`config.mk`:
```
export PLATFORM = sky130hd
export DESIGN_NAME = config_chain_loader
export DESIGN_NICKNAME = d
export VERILOG_FILES = /design/src/rtl/config_chain_loader.sv
export SDC_FILE = /design/constraint.sdc
export NUM_CORES = 1
export LEC_CHECK = 0
export CAP_MARGIN = 20
export CORE_ASPECT_RATIO = 1.25
export CORE_MARGIN = 2
export CORE_UTILIZATION = 52
export DETAILED_ROUTE_END_ITERATION = 7
export PLACE_DENSITY = 0.86
export REMOVE_ABC_BUFFERS = 1
export SETUP_SLACK_MARGIN = 0.3
export SYNTH_ARGS = -nofsm -noshare
export SYNTH_HDL_FRONTEND = slang
export SYNTH_SLANG_ARGS = --single-unit
```
`constraint.sdc`:
```
create_clock -name clk -period 2.3 [get_ports clk]
set_input_delay 0.46 -clock clk [delete_from_list [all_inputs] [get_ports clk]]
set_output_delay 0.46 -clock clk [all_outputs]
set_load 0.1 [all_outputs]
```
`src/rtl/config_chain_loader.sv`:
```
// Purpose : streams CHAIN_LEN config bits, LSB first, from WORD_W-bit words into a serial chain, then pulses chain_set and done.
// Latency : start->LOAD 1 cycle; word accept->first bit 1 cycle; last bit->chain_set 1 cycle, ->done 2 cycles.
// Backpress: cfg_ready is high only in LOAD; with cfg_valid low the loader stalls in LOAD with chain_cen=0.
//
// Ports:
//   clk, rst            - clock, asynchronous active-low reset
//   start, abort        - begin a full load (IDLE only) / cancel an in-progress load
//   cfg_valid/cfg_ready - word handshake, cfg_data bit 0 shifts first
//   chain_cen/chain_shift/chain_set - shift enable, serial data, latch pulse to the chain
//   busy, done          - high outside IDLE / one-cycle completion pulse
module config_chain_loader #(
    parameter int CHAIN_LEN = 128,
    parameter int WORD_W    = 32
) (
    input  logic              clk,
    input  logic              rst,
    input  logic              start,
    input  logic              abort,
    input  logic              cfg_valid,
    output logic              cfg_ready,
    input  logic [WORD_W-1:0] cfg_data,
    output logic              chain_cen,
    output logic              chain_shift,
    output logic              chain_set,
    output logic              busy,
    output logic              done
);

    localparam int RW = $clog2(CHAIN_LEN + 1);
    localparam int WW = $clog2(WORD_W + 1);

    localparam logic [RW-1:0] REM_FULL  = RW'(CHAIN_LEN);
    localparam logic [RW-1:0] REM_ONE   = RW'(1);
    localparam logic [WW-1:0] WCNT_ONE  = WW'(1);
    localparam logic [WW-1:0] WCNT_FULL = WW'(WORD_W);

    typedef enum logic [2:0] {
        IDLE,
        LOAD,
        SHIFT,
        SET,
        DONE
    } state_t;

    state_t            state, state_nxt;
    logic [RW-1:0]     remaining, remaining_nxt;
    logic [WW-1:0]     wcnt, wcnt_nxt;
    logic [WORD_W-1:0] sreg, sreg_nxt;

    always_ff @(posedge clk or negedge rst) begin
        if (!rst) begin
            state     <= IDLE;
            remaining <= '0;
            wcnt      <= '0;
            sreg      <= '0;
        end else begin
            state     <= state_nxt;
            remaining <= remaining_nxt;
            wcnt      <= wcnt_nxt;
            sreg      <= sreg_nxt;
        end
    end

    always_comb begin
        state_nxt     = state;
        remaining_nxt = remaining;
        wcnt_nxt      = wcnt;
        sreg_nxt      = sreg;

        case (state)
            IDLE: begin
                // start together with abort is treated as no request.
                if (start && !abort) begin
                    state_nxt     = LOAD;
                    remaining_nxt = REM_FULL;
                end
            end
            LOAD: begin
                // abort wins over a handshake in the same cycle: the
                // word is consumed by the sender but never loaded.
                if (abort) begin
                    state_nxt = IDLE;
                end else if (cfg_valid) begin
                    sreg_nxt  = cfg_data;
                    // Final word may be partial; its high bits are never shifted.
                    if (int'(remaining) < WORD_W) begin
                        wcnt_nxt = WW'(remaining);
                    end else begin
                        wcnt_nxt = WCNT_FULL;
                    end
                    state_nxt = SHIFT;
                end
            end
            SHIFT: begin
                if (abort) begin
                    state_nxt = IDLE;
                end else begin
                    sreg_nxt      = sreg >> 1;
                    wcnt_nxt      = wcnt - WCNT_ONE;
                    remaining_nxt = remaining - REM_ONE;
                    if (wcnt == WCNT_ONE) begin
                        state_nxt = (remaining == REM_ONE) ? SET : LOAD;
                    end
                end
            end
            SET: begin
                state_nxt = abort ? IDLE : DONE;
            end
            DONE: begin
                state_nxt = IDLE;
            end
            default: begin
                state_nxt = IDLE;
            end
        endcase
    end

    // All outputs decode from registered state, so cfg_valid never
    // reaches the chain combinationally.
    assign cfg_ready   = (state == LOAD);
    assign chain_cen   = (state == SHIFT);
    assign chain_shift = (state == SHIFT) & sreg[0];
    assign chain_set   = (state == SET);
    assign busy        = (state != IDLE);
    assign done        = (state == DONE);

endmodule

```
==> impl_metrics.tcl <==
set metrics [dict create \
    fin_skew_ps 6.75 \
    finalPower_mw 3.57 \
    die_w_um 65.7 \
    topRoutingLayerUsed "met4" \
    mostFrequentLayoutCell "nand2_1" \
    grt_pass1_vias 2260 \
    timing.final.max_slew_violations 0 \
    worstHoldPathType "input pin to async pin" \
    cts-root-buf "clkbuf_8" \
    worstSetupPathType "register to output port" \
    viasPerCell 5.64 \
    path_max_fanout 3 \
    pre_cts_ws_ps 183 \
    grt_pass1_wl_um 9650 \
    wirelength_um 5660 \
    setup_viol 0 \
    maxSlewHeadroom_pct 60.1 \
    synth_area_um2 2480 \
    hpwl_um 3930 \
    die_area_um2 5340 \
    dr_wl_met2_um 2860 \
    cts_num_sinks 49 \
    rsz0062_at_grt "yes" \
    drive_above_1_share_pct 10.2 \
    gp_congestion 0.814 \
    wirelength_met1_um 2500 \
    ys_seq_area_share_pct 49.5 \
    io_pins 43 \
    start_kind "register" \
    place_area_um2 3030 \
    cap_violations 0 \
    outcome "finished clean" \
    final_util_pct 67.8 \
    grt_max_degree 50 \
    clkLatencyLatePin_ps 300 \
    synthCells 295 \
    cp.required_ps 1840 \
    clk_path_buf_depth 2 \
    nets 374 \
    r2r_slack_ps 370 \
    numCtsBuffers 5 \
    routedWlPerCell_um 14.4 \
    area_delta_synth_final_pct 27.6 \
    synth_cell_types 37 \
    cts_tree "built" \
    ys.warnings.count 0 \
    htreeDepth 2 \
    fp.coreArea_um2 4660 \
    cp.arrival_ps 1520 \
    drc 0 \
    drtIter0Drc 144 \
    antenna_found_initial 0 \
    grt.total_usage_pct 23.2 \
    cts_hold_buf 0 \
    rows 28 \
    worst_pin_slew_ps 599 \
    wl_met3_um 236 \
    fin_crit_sh_pct 85.9 \
    ys_seq_elements 49 \
    power_density_nw_per_um2 1130 \
    fin_ws_ps 323 \
    synth_area_per_cell_um2 8.40 \
    firstDrtPassIters 4 \
    antennaDiodeCount 0 \
    fp.dieH_um 81.2 \
    drtAntennaViolNets 0 \
    final_cell_mix "nand2_1, dfrtp_1, nor2_1" \
    initial_core_util_pct 53.2 \
    fmax_ghz 0.506 \
    hold_violations 0 \
    peakVddDrop_mv 0.778 \
    cts.clk_slew.worst_paths_ps 80 \
    portBuffers 42 \
    vias 2221 \
    grt_overflow 0 \
    p_leak_nw 1.33 \
    period_needed_ps 1980 \
    critPathCaptureType "output port" \
    design_area_um2 3160 \
]
-- worst paths after layout --
path	from	endpoint	cells past startpoint
min in group clk	sreg[31]	sreg[31]	2
max	state[2]	chain_shift	4
max in group asynchronous	rst	sreg[9]	2
max reg2reg	remaining[5]	state[1]	3
min reg2reg	sreg[31]	sreg[31]	2
min	rst	remaining[1]	1
-- area by class of cell --
type,count,area (µm²)
timing repair buffer,53,578
inverter,8,32.5
multi-input combinational,216,1150
sequential,49,1230
fill,368,1500
clock buffer,7,96.3
clock inverter,1,5.00
tap,60,75.1
-- state kept, by name (all words and copies together), names as in the netlist --
register   cells
sreg          32
wcnt           6
state          3
remaining      8
-- synth_stat cells --
library cell,n,area (µm²)
a211oi_1,1,7.51
a311oi_1,1,8.76
o31ai_1,2,15.0
buf_2,12,60.1
a21oi_1,9,45.0
o21ai_0,13,65.1
nand4b_1,1,8.76
nor4_1,4,25.0
a21o_1,2,15.0
and2_1,1,6.26
nor3_1,4,20.0
a22o_1,5,43.8
nand3_1,1,5.00
nor3b_1,3,22.5
inv_1,7,26.3
or3b_2,1,8.76
nor2b_1,1,6.26
a31oi_1,32,200
dfrtp_1,49,1230
or4_4,1,11.3
ha_1,4,50.1
inv_2,1,3.75
or4_1,2,15.0
nand3b_1,3,22.5
o32ai_1,1,8.76
nand2_1,68,255
nor4bb_1,1,10.0
o2bb2ai_1,1,8.76
nor2_1,43,161
a31o_2,1,8.76
clkbuf_1,10,37.5
or3_1,3,18.8
and3b_1,1,8.76
a22oi_1,1,7.51
nand2b_1,3,18.8
o22ai_1,1,6.26
or3b_1,1,8.76
-- critical path: stages, from the launching register on --
cell     delay, ps
dfrtp_1        390
or3b_4         420
inv_4           90
and2_4         160
buf_12         160
-- per-layer routing --
| metal | up-vias | GRT usage, % |
|---|---|---|
| met1 | 1058 | 28.8 |
| met5 | - | 0 |
| met3 | 8 | 4.16 |
| met4 | 0 | 8.13 |
| li1 | 1095 | - |
| met2 | 60 | 40.5 |
-- through the flow --
step / hold WS (ps) / TNS, ps / instances
after floorplan: 164 / -112400 / 273
after global placement: 495 / 0 / 385
after detailed placement: 499 / 0 / 385
after CTS: 173 / 0 / 394
after global routing: 202 / 0 / 394
final: 161 / 0 / 394
-- cell families (layout without fill, tap and decap cells) --
family	after synthesis	after routing	synth area share, %
buffers and inverters	30	69	5.15
DFF	49	49	49.5
AOI/OAI and AO/OA	70	70	17.8
and+or+nand+nor	142	142	25.6
adders and majority gates	4	4	2.02
-- repair_timing --
action,4_1_cts,5_1_grt
buffers inserted,1,0
endpoints found under the setup margin,1,9
gates resized for setup,3,3
gates cloned,0,0
-- power by group --
| group | internal, mW | leakage (nW) | switching, mW |
|---|---|---|---|
| clock | 0.272 | 0.0542 | 0.279 |
| combinational | 0.622 | 0.701 | 0.847 |
| sequential | 1.24 | 0.572 | 0.308 |
No activity file was read; power rests on OpenSTA's default activity.
